### src/rtl/pcie_dll_pkg.sv
// Shared Data Link Layer types: sequence numbers, modulo distance and the
// transmit replay state encoding.
package pcie_dll_pkg;

  localparam int SEQ_NUM_WIDTH = 12;

  typedef logic [SEQ_NUM_WIDTH-1:0] seq_t;

  typedef enum logic [0:0] {
    IDLE   = 1'b0,
    REPLAY = 1'b1
  } state_e;

  // Forward distance from b to a, wrapping at 2^SEQ_NUM_WIDTH.
  function automatic seq_t seq_diff(input seq_t a, input seq_t b);
    return seq_t'(a - b);
  endfunction

endpackage

### src/rtl/tlp_retry_store.sv
// Circular store of {seq, handle} for unacknowledged TLPs. The replay cursor is
// kept as an offset from rd_ptr so purges simply pull it back toward zero.
module tlp_retry_store
  import pcie_dll_pkg::*;
#(
  parameter int HANDLE_WIDTH = 8,
  parameter int RETRY_DEPTH  = 16,
  localparam int PW = $clog2(RETRY_DEPTH),
  localparam int CW = PW + 1
) (
  input  logic                    clk,
  input  logic                    rst_n,
  input  logic                    clr,
  input  logic                    wr_en,
  input  seq_t                    wr_seq,
  input  logic [HANDLE_WIDTH-1:0] wr_handle,
  input  logic [CW-1:0]           adv_d,
  input  logic                    rp_load,
  input  logic                    rp_step,
  output logic [CW-1:0]           count,
  output logic [CW-1:0]           count_next,
  output logic                    rp_done,
  output logic                    rp_done_next,
  output seq_t                    rp_seq,
  output logic [HANDLE_WIDTH-1:0] rp_handle
);

  logic [PW-1:0]           wr_ptr_r;
  logic [PW-1:0]           rd_ptr_r;
  logic [CW-1:0]           count_r;
  logic [CW-1:0]           rp_off_r;
  logic [CW-1:0]           rp_base_s;
  logic [CW-1:0]           rp_off_next_s;
  logic [CW-1:0]           count_next_s;
  logic [PW-1:0]           rp_ptr_s;
  seq_t                    seq_mem_r [RETRY_DEPTH];
  logic [HANDLE_WIDTH-1:0] hdl_mem_r [RETRY_DEPTH];

  // Occupancy and replay-cursor arithmetic for the coming edge.
  always_comb begin
    count_next_s = count_r + {{PW{1'b0}}, wr_en} - adv_d;
    rp_base_s    = rp_off_r + {{PW{1'b0}}, rp_step};
    if (rp_load) begin
      rp_off_next_s = {CW{1'b0}};
    end else if (rp_base_s >= adv_d) begin
      rp_off_next_s = rp_base_s - adv_d;
    end else begin
      rp_off_next_s = {CW{1'b0}};
    end
  end

  // Pointer, count and cursor registers.
  always_ff @(posedge clk or negedge rst_n) begin
    if (!rst_n) begin
      wr_ptr_r <= {PW{1'b0}};
      rd_ptr_r <= {PW{1'b0}};
      count_r  <= {CW{1'b0}};
      rp_off_r <= {CW{1'b0}};
    end else if (clr) begin
      wr_ptr_r <= {PW{1'b0}};
      rd_ptr_r <= {PW{1'b0}};
      count_r  <= {CW{1'b0}};
      rp_off_r <= {CW{1'b0}};
    end else begin
      wr_ptr_r <= wr_ptr_r + {{(PW-1){1'b0}}, wr_en};
      rd_ptr_r <= rd_ptr_r + adv_d[PW-1:0];
      count_r  <= count_next_s;
      rp_off_r <= rp_off_next_s;
    end
  end

  // Entry storage; contents are only meaningful between rd_ptr and wr_ptr.
  always_ff @(posedge clk) begin
    if (wr_en) begin
      seq_mem_r[wr_ptr_r] <= wr_seq;
      hdl_mem_r[wr_ptr_r] <= wr_handle;
    end
  end

  assign rp_ptr_s     = rd_ptr_r + rp_off_r[PW-1:0];
  assign rp_seq       = seq_mem_r[rp_ptr_s];
  assign rp_handle    = hdl_mem_r[rp_ptr_s];
  assign count        = count_r;
  assign count_next   = count_next_s;
  assign rp_done      = (rp_off_r == count_r);
  assign rp_done_next = (rp_off_next_s == count_next_s);

endmodule

### src/rtl/tlp_replay_transmitter.sv
// Transmit-side DLL sequencing: numbers outgoing TLPs, purges on Ack/Nak and
// replays outstanding TLPs on Nak or replay-timer expiry.
module tlp_replay_transmitter
  import pcie_dll_pkg::*;
#(
  parameter int                    HANDLE_WIDTH   = 8,
  parameter int                    RETRY_DEPTH    = 16,
  parameter int                    TIMER_WIDTH    = 16,
  parameter logic [TIMER_WIDTH-1:0] REPLAY_TIMEOUT = 16'h0100,
  localparam int CW = $clog2(RETRY_DEPTH) + 1
) (
  input  logic                    clk,
  input  logic                    rst_n,
  input  logic                    dl_inactive,
  input  logic                    in_valid,
  output logic                    in_ready,
  input  logic [HANDLE_WIDTH-1:0] in_handle,
  output logic                    tx_valid,
  input  logic                    tx_ready,
  output seq_t                    tx_seq,
  output logic [HANDLE_WIDTH-1:0] tx_handle,
  output logic                    tx_is_replay,
  input  logic                    acknak_valid,
  input  logic                    acknak_is_nak,
  input  seq_t                    acknak_seq,
  output seq_t                    next_transmit_seq,
  output seq_t                    ackd_seq,
  output logic [CW-1:0]           retry_count,
  output logic [1:0]              replay_num,
  output logic [TIMER_WIDTH-1:0]  replay_timer,
  output logic                    replay_active,
  output logic                    retrain_req,
  output logic                    dllp_error
);

  state_e                  state_r, next_state_s;
  seq_t                    nts_r, ackd_r, d_s;
  logic [1:0]              replay_num_r, replay_num_next_s, num_base_s;
  logic [TIMER_WIDTH-1:0]  timer_r, timer_next_s;
  logic                    retrain_r, retrain_next_s, dllp_err_r;
  logic                    bad_seq_s, ack_ok_s, progress_s, full_s, accept_s;
  logic                    wr_en_s, rp_step_s, trigger_s;
  logic [CW-1:0]           adv_d_s, count_s, count_next_s;
  logic                    rp_done_s, rp_done_next_s;
  seq_t                    rp_seq_s;
  logic [HANDLE_WIDTH-1:0] rp_handle_s;

  tlp_retry_store #(
    .HANDLE_WIDTH(HANDLE_WIDTH),
    .RETRY_DEPTH (RETRY_DEPTH)
  ) u_store (
    .clk         (clk),
    .rst_n       (rst_n),
    .clr         (dl_inactive),
    .wr_en       (wr_en_s),
    .wr_seq      (nts_r),
    .wr_handle   (in_handle),
    .adv_d       (adv_d_s),
    .rp_load     (trigger_s),
    .rp_step     (rp_step_s),
    .count       (count_s),
    .count_next  (count_next_s),
    .rp_done     (rp_done_s),
    .rp_done_next(rp_done_next_s),
    .rp_seq      (rp_seq_s),
    .rp_handle   (rp_handle_s)
  );

  // An out-of-range AckNak_Seq_Num is dropped and has no side effects.
  assign d_s        = seq_diff(acknak_seq, ackd_r);
  assign bad_seq_s  = acknak_valid & (d_s > seq_t'(count_s));
  assign ack_ok_s   = acknak_valid & ~bad_seq_s;
  assign adv_d_s    = ack_ok_s ? d_s[CW-1:0] : {CW{1'b0}};
  assign progress_s = ack_ok_s & (d_s != {SEQ_NUM_WIDTH{1'b0}});
  assign full_s     = (count_s == CW'(RETRY_DEPTH));
  assign accept_s   = tx_ready & ~full_s & ~dl_inactive;

  // Transmit mux, handshake and replay-cursor stepping.
  always_comb begin
    in_ready     = 1'b0;
    tx_valid     = 1'b0;
    tx_seq       = nts_r;
    tx_handle    = in_handle;
    tx_is_replay = 1'b0;
    wr_en_s      = 1'b0;
    rp_step_s    = 1'b0;
    case (state_r)
      IDLE: begin
        in_ready = accept_s;
        tx_valid = in_valid & ~full_s & ~dl_inactive;
        wr_en_s  = in_valid & accept_s;
      end
      REPLAY: begin
        tx_valid     = ~rp_done_s & ~dl_inactive;
        tx_seq       = rp_seq_s;
        tx_handle    = rp_handle_s;
        tx_is_replay = 1'b1;
        rp_step_s    = ~rp_done_s & ~dl_inactive & tx_ready;
      end
      default: begin
        in_ready = 1'b0;
      end
    endcase
  end

  // Replay trigger, next state, REPLAY_NUM and timer update.
  always_comb begin
    trigger_s = (state_r == IDLE) & (count_next_s != {CW{1'b0}}) &
                ((ack_ok_s & acknak_is_nak) | (timer_r == REPLAY_TIMEOUT));
    case (state_r)
      IDLE:    next_state_s = trigger_s ? REPLAY : IDLE;
      REPLAY:  next_state_s = rp_done_next_s ? IDLE : REPLAY;
      default: next_state_s = IDLE;
    endcase
    num_base_s     = progress_s ? 2'd0 : replay_num_r;
    retrain_next_s = 1'b0;
    if (trigger_s) begin
      replay_num_next_s = num_base_s + 2'd1;
      retrain_next_s    = (num_base_s == 2'd3);
    end else begin
      replay_num_next_s = num_base_s;
    end
    if ((count_next_s == {CW{1'b0}}) || progress_s || trigger_s) begin
      timer_next_s = {TIMER_WIDTH{1'b0}};
    end else if ((state_r == IDLE) && (count_s != {CW{1'b0}}) &&
                 (timer_r != {TIMER_WIDTH{1'b1}})) begin
      timer_next_s = timer_r + {{(TIMER_WIDTH-1){1'b0}}, 1'b1};
    end else begin
      timer_next_s = timer_r;
    end
  end

  // Link state registers; dl_inactive clears exactly like reset.
  always_ff @(posedge clk or negedge rst_n) begin
    if (!rst_n) begin
      state_r      <= IDLE;
      nts_r        <= {SEQ_NUM_WIDTH{1'b0}};
      ackd_r       <= {SEQ_NUM_WIDTH{1'b1}};
      replay_num_r <= 2'd0;
      timer_r      <= {TIMER_WIDTH{1'b0}};
      retrain_r    <= 1'b0;
      dllp_err_r   <= 1'b0;
    end else if (dl_inactive) begin
      state_r      <= IDLE;
      nts_r        <= {SEQ_NUM_WIDTH{1'b0}};
      ackd_r       <= {SEQ_NUM_WIDTH{1'b1}};
      replay_num_r <= 2'd0;
      timer_r      <= {TIMER_WIDTH{1'b0}};
      retrain_r    <= 1'b0;
      dllp_err_r   <= 1'b0;
    end else begin
      state_r      <= next_state_s;
      nts_r        <= nts_r + {{(SEQ_NUM_WIDTH-1){1'b0}}, wr_en_s};
      ackd_r       <= ack_ok_s ? acknak_seq : ackd_r;
      replay_num_r <= replay_num_next_s;
      timer_r      <= timer_next_s;
      retrain_r    <= retrain_next_s;
      dllp_err_r   <= bad_seq_s;
    end
  end

  assign next_transmit_seq = nts_r;
  assign ackd_seq          = ackd_r;
  assign retry_count       = count_s;
  assign replay_num        = replay_num_r;
  assign replay_timer      = timer_r;
  assign replay_active     = (state_r == REPLAY);
  assign retrain_req       = retrain_r;
  assign dllp_error        = dllp_err_r;

endmodule

### config.mk
export PLATFORM = sky130hd
export DESIGN_NAME = tlp_replay_transmitter
export DESIGN_NICKNAME = d
export VERILOG_FILES = /design/src/rtl/pcie_dll_pkg.sv /design/src/rtl/tlp_retry_store.sv /design/src/rtl/tlp_replay_transmitter.sv
export SDC_FILE = /design/constraint.sdc
export NUM_CORES = 1
export LEC_CHECK = 0
export CAP_MARGIN = 25
export CORE_MARGIN = 5
export CORE_UTILIZATION = 40
export DETAILED_ROUTE_END_ITERATION = 16
export HOLD_SLACK_MARGIN = 0.06
export PLACE_DENSITY_LB_ADDON = 0.25
export SLEW_MARGIN = 20
export SYNTH_ARGS = -nofsm -noshare
export SYNTH_HDL_FRONTEND = slang
export SYNTH_SLANG_ARGS = --single-unit
export TNS_END_PERCENT = 1
### constraint.sdc
create_clock -name clk -period 11.2 [get_ports clk]
set_clock_uncertainty 0.2 [all_clocks]
set_input_delay 2.24 -clock clk [delete_from_list [all_inputs] [get_ports clk]]
set_output_delay 2.24 -clock clk [all_outputs]
set_load 0.05 [all_outputs]
* Word-level counts from Yosys, hierarchy flattened *
Memory sizes are Yosys's and may differ from the RTL's.
Cells that the tools add are included.

storage, ports and cells
  bits in read-only memories = 0
  memory bits (writable) = 320
  logic and storage cells = 93
  memories = 2
  output and inout port bits = 73
  register bits = 63
  latch bits = 0
  input port bits = 27

memory list
  memory             words  bits a word  rd ports  clocked after Yosys merged registers in  wr ports  RTL line               text
  u_store.seq_mem_r  16     12           1         0                                        1         tlp_retry_store.sv:36  seq_t seq_mem_r [RETRY_DEPTH];
  u_store.hdl_mem_r  16     8            1         0                                        1         tlp_retry_store.sv:37  logic [HANDLE_WIDTH-1:0] hdl_mem_r [RETRY_DEPTH];

operators by class
  multipliers = 0
  divide/modulo/power cells = 0
  magnitude comparators = 2
  equality and inequality tests = 6
  bitwise logic cells = 19
  shift-type cells = 0
  reduce and logical (&&, ||, !) cells = 10
  $add $sub $neg = 11
  mux-type cells = 32

operators by type and width
  kind                                             count
  2-to-1 mux 12 bit                                4
  2-to-1 mux 16 bit                                3
  2-to-1 mux 5 bit                                 5
  adder 16 x 1 -> 16 bit (second input constant)   1
  == test 16 x 9 -> 1 bit (second input constant)  1
  != test 16 bit (second input constant)           1
  AND 1 bit                                        13
  adder 12 x 1 -> 12 bit                           1
  greater-than comparator 12 x 5 -> 1 bit          1
  2-to-1 mux 1 bit                                 12
  nonzero test 12 bit                              1
  subtractor 12 bit                                1
  adder 5 x 1 -> 5 bit                             2
  == test 5 bit                                    2
  nonzero test 5 bit                               2
  subtractor 5 bit                                 2
  adder 4 bit                                      2
  2-to-1 mux 4 bit                                 2
  2-to-1 mux 8 bit                                 1
  2-to-1 mux 2 bit                                 3
  == test 5 bit (second input constant)            1
  greater-or-equal comparator 5 bit                1
  logical NOT 5 bit                                1
  inverter 1 bit                                   5
  other kinds (9)                                  12

* Longest topological paths before layout *
Gate-level depths: netlist (run 1).

  depth in word-level cells = 16
  gate-level depth with buffers = 30
  mapped depth without buffers = 29

* Cells and area by module *
A second synthesis (run 1) with hierarchy kept.

second synthesis, totals
  cell total of the unflattened synthesis = 1036
  area total of the unflattened synthesis = 16889.9 µm²

by module, submodules not included
  module                  instances  cells each  area an instance (µm²)  seq. area each (µm²)
  tlp_retry_store         1          678         13701.9                 10059.6
  tlp_replay_transmitter  1          358         3188.1                  1141.1

* Worst setup path before layout (run 1) *
OpenSTA, ideal clock, no wires.

  kind = in2reg
  from = in acknak_seq[0]
  to = reg state_r, in the netlist replay_active
  path slack = 3.559 ns
  data arrival time = 7.304 ns
  library setup time = 0.137 ns
  cell stages on the path = 29
  required time = 10.863 ns
  path buffers = 0
  cell sequence = inv_1 ha_1 inv_1 fa_1 a211o_1 o21ai_0 xnor2_1 ha_1 a21o_1 a31oi_1 nor2_1 a2111oi_0 nand4_1 nor4_1 ha_1 inv_1 ha_1 inv_1 fa_1 inv_1 a21o_1 a21oi_1 xnor2_1 inv_1 and3_4 nor2_2 mux2_4 o311ai_2 o211ai_1

between the ends
  longest elaborated chain between the ends = 15
  elaborated cells on any way between the ends = 21
  classes of those cells = add/sub: 3; order compare: 2; eq/ne: 1; mux: 7; bitwise: 7; reduce/logical: 1

RTL lines
  element                                  RTL line                       text
  from (decl)                              tlp_replay_transmitter.sv:25   input seq_t acknak_seq,
  subtractor 12 bit *                      pcie_dll_pkg.sv:16             return seq_t'(a - b);
  greater-than comparator 12 x 5 -> 1 bit  tlp_replay_transmitter.sv:71   assign bad_seq_s = acknak_valid & (d_s > seq_t'(count_s));
  AND 1 bit                                tlp_replay_transmitter.sv:71
  inverter 1 bit                           tlp_replay_transmitter.sv:72   assign ack_ok_s = acknak_valid & ~bad_seq_s;
  AND 1 bit                                tlp_replay_transmitter.sv:72
  2-to-1 mux 5 bit                         tlp_replay_transmitter.sv:73   assign adv_d_s = ack_ok_s ? d_s[CW-1:0] : {CW{1'b0}};
  subtractor 5 bit                         tlp_retry_store.sv:41          count_next_s = count_r + {{PW{1'b0}}, wr_en} - adv_d;
  nonzero test 5 bit                       tlp_replay_transmitter.sv:108  trigger_s = (state_r == IDLE) & (count_next_s != {CW{1'b0}}) &
  AND 1 bit (2 in series)                  tlp_replay_transmitter.sv:108
  2-to-1 mux 5 bit                         tlp_retry_store.sv:43          if (rp_load) begin
  == test 5 bit                            tlp_retry_store.sv:86          assign rp_done_next = (rp_off_next_s == count_next_s);
  2-to-1 mux 1 bit                         tlp_replay_transmitter.sv:112  REPLAY: next_state_s = rp_done_next_s ? IDLE : REPLAY;
  case mux 1 bit (2 select lines) *        tlp_replay_transmitter.sv:110  case (state_r)
  2-to-1 mux 1 bit *                       tlp_replay_transmitter.sv:143  end else if (dl_inactive) begin
  to (signal assigned)                     tlp_replay_transmitter.sv:152  state_r <= next_state_s;
  to (decl)                                tlp_replay_transmitter.sv:36   state_e state_r, next_state_s;

Every way passes the cells marked *; elsewhere a longest branch is shown, timed or not.
A chain may end at the register's enable or synchronous reset.

* Final worst setup path (run 1) *
  from = in acknak_seq[0]
  to = reg timer_r[9], in the netlist replay_timer[9]

between the ends
  longest elaborated chain between the ends = 13
  elaborated cells on any way between the ends = 20
  classes of those cells = add/sub: 2; order compare: 1; mux: 3; bitwise: 8; reduce/logical: 6

RTL lines
  element                                  RTL line                       text
  subtractor 12 bit *                      pcie_dll_pkg.sv:16
  greater-than comparator 12 x 5 -> 1 bit  tlp_replay_transmitter.sv:71
  AND 1 bit                                tlp_replay_transmitter.sv:71
  inverter 1 bit                           tlp_replay_transmitter.sv:72
  AND 1 bit                                tlp_replay_transmitter.sv:72
  2-to-1 mux 5 bit                         tlp_replay_transmitter.sv:73
  subtractor 5 bit                         tlp_retry_store.sv:41
  nonzero test 5 bit                       tlp_replay_transmitter.sv:108
  AND 1 bit (2 in series)                  tlp_replay_transmitter.sv:108
  logical OR 1 bit *                       tlp_replay_transmitter.sv:123  if ((count_next_s == {CW{1'b0}}) || progress_s || trigger_s) begin
  2-to-1 mux 16 bit                        tlp_replay_transmitter.sv:123
  2-to-1 mux 16 bit                        tlp_replay_transmitter.sv:143
  to (signal assigned)                     tlp_replay_transmitter.sv:140  timer_r <= {TIMER_WIDTH{1'b0}};
  to (signal assigned)                     tlp_replay_transmitter.sv:148  timer_r <= {TIMER_WIDTH{1'b0}};
  to (signal assigned)                     tlp_replay_transmitter.sv:156  timer_r <= timer_next_s;
  to (decl)                                tlp_replay_transmitter.sv:39   logic [TIMER_WIDTH-1:0] timer_r, timer_next_s;

Marks and branches as above.

==> reports/summary.txt, run 1 <==
Outcome: finished clean
Worst Path Arrival: 8680 ps
Crit-path max FO: 16
Cts bufs inserted: 41
Post-synth top cells: 320 x edfxtp_1, 83 x nand2_1, 80 x mux4_2
RSZ-0062 raised after global routing: no
Max Cap Viol: 0
GRT overflow: 0
Min-delay worst type: flop to flop
PnR Total Power: 3.12 mW
Min cycle time layout: 8440 ps
Worst-Margin Slew: 862 ps
Asr flop ratio synth: 16.4%
Leakage: 7.15 nW
Clk slew on worst S/H paths: 60 ps
First-pass GRT wire length: 62.5 mm
Slew HR: 42.5%
Slew Viols, Final: 0
Synth area leaders: edfxtp_1 56%, mux4_2 11%, dfrtp_1 7.4%, ha_1 3.2%, dfstp_2 1.8%
Max IR drop VDD: 0.103 mV
Setup bufs post-CTS: 0
Skew-Pair Late Insertion Delay: 550 ps
Filler cells: 3586
Area leader, netlist: edfxtp_1
Top-area cell type share of the netlist area: 56.1%
Max clock buf depth: 3
Final worst path period share: 75.3%
Final setup viols: 0
Avg Cell Area, Syn: 15.6 sq um
Wire per inst: 22.5 um
Port Buf Inserts: 99
CP peak stage delay: 560 ps
Cell area after synthesis: 17100 sq um
Via density: 5.50
TNS Setup: 0 ps
Core Footprint: 42100 sq um
Detailed placement HPWL: 23.6 mm
Unique masters post-synth: 66
Iter 0 DRT Violations: 726
Area delta synth->final: 18.1%
Sequential area share after synthesis: 65.4%
IO Count: 100
Worst endpoint required time: 11450 ps
Detailed-route DRC error count: 0
Top FF cell, synth: edfxtp_1
Setup CP Type: primary input to flop
Layout Cells excl Fill: 1793
Post-synth net total: 1177
CP Launch Type: primary input
Die Area: 47100 sq um
Vias in the first global route: 10400
Pin count of the biggest net entering global routing: 64
Initial antenna violation count: 0
Core Util, Final: 48.0%
Starting density of the core: 40.7%
CTS tree: yes
GRT Total Usage: 17.3%
Flops & latches, synth: 383
Power Density: 154 nW/um^2
Most frequent cell after synthesis: edfxtp_1
Synth Warn #: 0
Die height: 217 um
Mapped Cells: 1101
Slowest-stage cell, CP: nand4_1
CP endpoint kind: flop
Final nets: 1299
Total clock sinks: 383
Antenna Violating Nets Remaining: 0
Die X: 217 um
Root buffer cell: clkbuf_16
Most used cell along the critical path: inv_1
Layout cell share with drive strength beyond 1: 18.7%
Vias: 9858
Fmax: 119 MHz
Hold Slack: 322 ps
DP Cell Count: 1719
Wirelength, routed: 40.4 mm
TritonRoute pass-1 iters: 5
CTS Hold Buffers Added: 0
Post-synth EDFFs: 320
Resized cells post-CTS: 0
N_diodes: 0
H-tree Lvls: 2
Gpl congestion: 0.827
Num rows: 75
Final hold vios: 0
==> state kept, by name, indices dropped and copies added (netlist names) <==
name	cells
u_store.seq_mem_r	192
u_store.hdl_mem_r	128
replay_timer	16
ackd_seq	12
next_transmit_seq	12
u_store.count	5
u_store.rp_off_r	5
u_store.rd_ptr_r	4
u_store.wr_ptr_r	4
replay_num	2
dllp_error	1
replay_active	1
retrain_req	1
==> layer usage <==
metal  vias to the layer above  part of all wire [%]  global-route usage (%)
met5                         -                     0                       0
met4                         0                   2.3                    4.89
met3                        50                   5.4                    2.90
met2                       261                    48                    28.3
met1                      5064                    44                    24.0
li1                       4483                     -                       -
==> cell families after synthesis <==
kind of cell	share of synthesized area (%)
AO/OA/AOI/OAI	5.32
multiplexers	12.2
buffers and inverters	2.04
adder cells (fa/ha/maj)	3.80
flip-flops	65.4
XOR/XNOR	2.86
AND/OR/NAND/NOR	8.46
==> cell usage in the layout (no fill, tap or decap), types with 26 or more instances in the layout <==
cell type	synthesis	layout
edfxtp_1	320	320
clkdlybuf4s50_1	0	98
nand2_1	83	83
mux4_2	80	80
nor2_1	69	57
dfrtp_1	51	51
ha_1	44	43
inv_1	41	41
clkbuf_16	0	41
nand3_1	29	29
xor2_1	28	27
buf_4	1	27
xnor2_1	28	26
==> final timing paths <==
path | from | endpoint | slack (ps) | cells after the start
max in group asynchronous | rst_n | next_transmit_seq[3]$_DFF_PN0_ | 8540 | 2
max | acknak_seq[0] | replay_timer[9]$_DFFE_PN0P_ | 2760 | 30
min in group asynchronous | rst_n | replay_timer[13]$_DFFE_PN0P_ | 1700 | 2
min | ackd_seq[11]$_DFFE_PN1P_ | ackd_seq[11]$_DFFE_PN1P_ | 320 | 2
max reg2reg | ackd_seq[0]$_DFFE_PN1P_ | replay_timer[9]$_DFFE_PN0P_ | 4390 | 28
min reg2reg | ackd_seq[11]$_DFFE_PN1P_ | ackd_seq[11]$_DFFE_PN1P_ | 320 | 2
==> area by class of cell <==
| class | instances | area [sq um] | share of cell area (%) |
|---|---|---|---|
| clock buffer | 49 | 1070 | 5.27 |
| clock inverter | 25 | 236 | 1.17 |
| inverter | 41 | 154 | 0.761 |
| multi-input combinational | 629 | 5690 | 28.1 |
| sequential | 383 | 11200 | 55.4 |
| tap | 539 | 674 | 3.33 |
| timing repair buffer | 127 | 1220 | 6.01 |
==> where the power goes <==
part	internal (mW)	switching [mW]
clock network	0.773	0.541
logic	0.0912	0.149
registers	1.55	0.0143
==> worst max-delay path: cells and delay by family <==
kind,cells,cell delay [ps]
compound gates,8,1660
xor+xnor,2,350
fa+ha+maj,6,1810
buf+inv,7,800
simple gates,7,1820
==> per-stage QoR <==
stage	cell area (sq um)	setup WS, ps
detailed placement	18900	2200
floorplan	17100	3560
finish	20200	2760
global placement	18900	2520
CTS	20200	2760
global route	20200	2150
No activity file was read; power rests on OpenSTA's default activity.
==> inputs of run 2 (changes only) <==
Clock period 11.2 ns to 8.47 ns, I/O delays scaled along.
==> run 2 against run 1 <==
Via count grew 0.23%. Wire length down 0.60%. Register-to-register slack got worse by 2600 ps. Combinational power up 32%. Critical endpoint is now replay_timer[13]$_DFFE_PN0P_.
==> reports/summary.txt, run 2 (synthesized netlist as in run 1, its figures left out) <==
RSZ-0062 raised after global routing: no (unchanged)
Max IR drop VDD: 0.125 mV (was 0.103 mV)
Max clock buf depth: 3 (unchanged)
Max FFs per register: 192 (unchanged)
Root buffer cell: clkbuf_16 (unchanged)
N_diodes: 0 (unchanged)
Setup bufs post-CTS: 0 (unchanged)
Starting density of the core: 40.7% (unchanged)
Skew-Pair Late Insertion Delay: 550 ps (about the same)
Gpl congestion: 0.825 (was 0.827)
Power Density: 204 nW/um^2 (was 154 nW/um^2)
Worst Path Arrival: 8050 ps (was 8680 ps)
Iter 0 DRT Violations: 668 (was 726)
Commonest non-fill, non-tap cell in the layout: edfxtp_1 (unchanged)
First-pass GRT wire length: 62.7 mm (was 62.5 mm)
Core Footprint: 42100 sq um (unchanged)
Resized cells post-CTS: 0 (unchanged)
Final setup viols: 0 (unchanged)
Most frequent cells in the layout: 320 x edfxtp_1, 98 x clkdlybuf4s50_1, 83 x nand2_1, 80 x mux4_2, 57 x nor2_1 (unchanged)
Die X: 217 um (unchanged)
Final worst path period share: 92.1%
CTS tree: yes (unchanged)
Via density: 5.49 (was 5.50)
Port Buf Inserts: 99 (unchanged)
Slew Viols, Final: 0 (unchanged)
Detailed-route DRC error count: 0 (unchanged)
Crit path to: replay_timer[13]$_DFFE_PN0P_ (was replay_timer[9]$_DFFE_PN0P_)
Final setup margin: 673 ps (was 2760 ps)
IO Count: 100 (unchanged)
Crit-path max FO: 16 (unchanged)
Leakage: 7.21 nW (was 7.15 nW)
Worst endpoint required time: 8720 ps (was 11450 ps)
Wire per inst: 22.3 um (was 22.5 um)
Worst reg2reg path endpoint: replay_timer[13]$_DFFE_PN0P_ (was replay_timer[9]$_DFFE_PN0P_)
Slew HR: 35.6% (was 42.5%)
R2R Setup Slk: 1760 ps (was 4390 ps)
Reg-to-reg startpoint: ackd_seq[0]$_DFFE_PN1P_ (unchanged)
H-tree Lvls: 2 (unchanged)
Layout cell share with drive strength beyond 1: 19.2% (was 18.7%)
Total clock sinks: 383 (unchanged)
Filler cells: 3572 (was 3586)
Antenna Violating Nets Remaining: 0 (unchanged)
TritonRoute pass-1 iters: 5 (unchanged)
Worst-Margin Slew: 966 ps (was 862 ps)
GRT overflow: 0 (unchanged)
CTS Hold Buffers Added: 0 (unchanged)
Wirelength, routed: 40.2 mm (was 40.4 mm)
Cts bufs inserted: 43 (was 41)
GRT Total Usage: 17.2% (was 17.3%)
Final nets: 1310 (was 1299)
CP endpoint kind: flop (unchanged)
Num rows: 75 (unchanged)
Outcome: finished clean (unchanged)
Min cycle time layout: 7800 ps
Max Cap Viol: 0 (unchanged)
Clk slew on worst S/H paths: 60 ps (about the same)
TNS Setup: 0 ps (unchanged)
Vias in the first global route: 10400 (about the same)
Slowest-stage cell, CP: nand4_1 (unchanged)
Most used cell along the critical path: inv_1 (unchanged)
Fmax: 128 MHz
CP Launch Type: primary input (unchanged)
CP Launch Point: acknak_seq[0] (unchanged)
Detailed placement HPWL: 24.0 mm (was 23.6 mm)
Initial antenna violation count: 0 (unchanged)
Vias: 9881 (was 9858)
Setup CP Type: primary input to flop (unchanged)
Largest register by flop count: u_store.seq_mem_r (unchanged)
Final hold vios: 0 (unchanged)
Area delta synth->final: 18.5% (was 18.1%)
Pin count of the biggest net entering global routing: 64 (unchanged)
Die Area: 47100 sq um (unchanged)
Min-delay worst type: flop to flop (unchanged)
CP peak stage delay: 570 ps (was 560 ps)
DP Worst Slack: 214 ps (was 2200 ps)
Die height: 217 um (unchanged)
R2r worst-path depth: 27 (was 28)
[run 2: cell types whose count changed in the layout (fill, tap and decap cells not counted), sizes merged]
cell and change:
buf +9, inv +1, clkinvlp -3, bufinv -2, clkbuf +6, clkinv -3
[run 2: final cells by class]
class | count | area [sq um] | share of cell area (%)
Multi-Input combinational cell | 629 | 5690 | 28.0
Clock inverter | 18 | 169 | 0.832
Inverter | 41 | 154 | 0.758
Clock buffer | 55 | 1140 | 5.62
Timing Repair Buffer | 136 | 1280 | 6.29
Sequential cell | 383 | 11200 | 55.2
Tap cell | 539 | 674 | 3.32
[run 2: worst min-delay path by stage]
stage                               endpoint  cells past startpoint  slack [ps]                     startpoint
6_report            ackd_seq[11]$_DFFE_PN1P_                      2         310       ackd_seq[11]$_DFFE_PN1P_
5_1_grt             ackd_seq[11]$_DFFE_PN1P_                      2         350       ackd_seq[11]$_DFFE_PN1P_
4_1_cts             ackd_seq[11]$_DFFE_PN1P_                      2         320       ackd_seq[11]$_DFFE_PN1P_
3_5_place_dp        ackd_seq[11]$_DFFE_PN1P_                      2         310       ackd_seq[11]$_DFFE_PN1P_
3_3_place_gp        ackd_seq[11]$_DFFE_PN1P_                      2         300       ackd_seq[11]$_DFFE_PN1P_
2_1_floorplan  u_store.rd_ptr_r[0]$_DFF_PN0_                      2         390  u_store.rd_ptr_r[0]$_DFF_PN0_
[run 2: worst max-delay path, delay by kind of cell]
family	cells	cell delay (ps)
AOI/OAI and AO/OA	8	1630
xor gates and xnor gates	2	350
adders and majority gates	5	1680
buffers and inverters	6	770
and+or+nand+nor	8	1910
[run 2: power by group]
| group | leakage [nW] | internal (mW) | switching [mW] |
|---|---|---|---|
| registers | 3.83 | 2.05 | 0.0186 |
| logic | 2.74 | 0.121 | 0.196 |
| clock network | 0.640 | 1.02 | 0.738 |
[run 2: stage by stage]
step | total power [mW] | hold slack, ps | cells | cell area [sq um] | utilization (%)
after floorplan | 2.32 | 390 | 1101 | 17100 | -
after global placement | 2.42 | 304 | 1727 | 19000 | 45.0
after detailed placement | 2.42 | 308 | 1727 | 19000 | 45.0
after CTS | 4.18 | 318 | 1800 | 20300 | 48.1
after global routing | 4.29 | 353 | 1801 | 20300 | 48.2
final | 4.14 | 315 | 1801 | 20300 | 48.2
[run 2: metal layers]
layer / global-route usage [%] / wire, um / share of wire (%)
met5: 0 / 0 / 0
met4: 4.17 / 882 / 2.2
met3: 3.29 / 1880 / 4.7
met2: 28.3 / 19300 / 48
met1: 24.0 / 18100 / 45
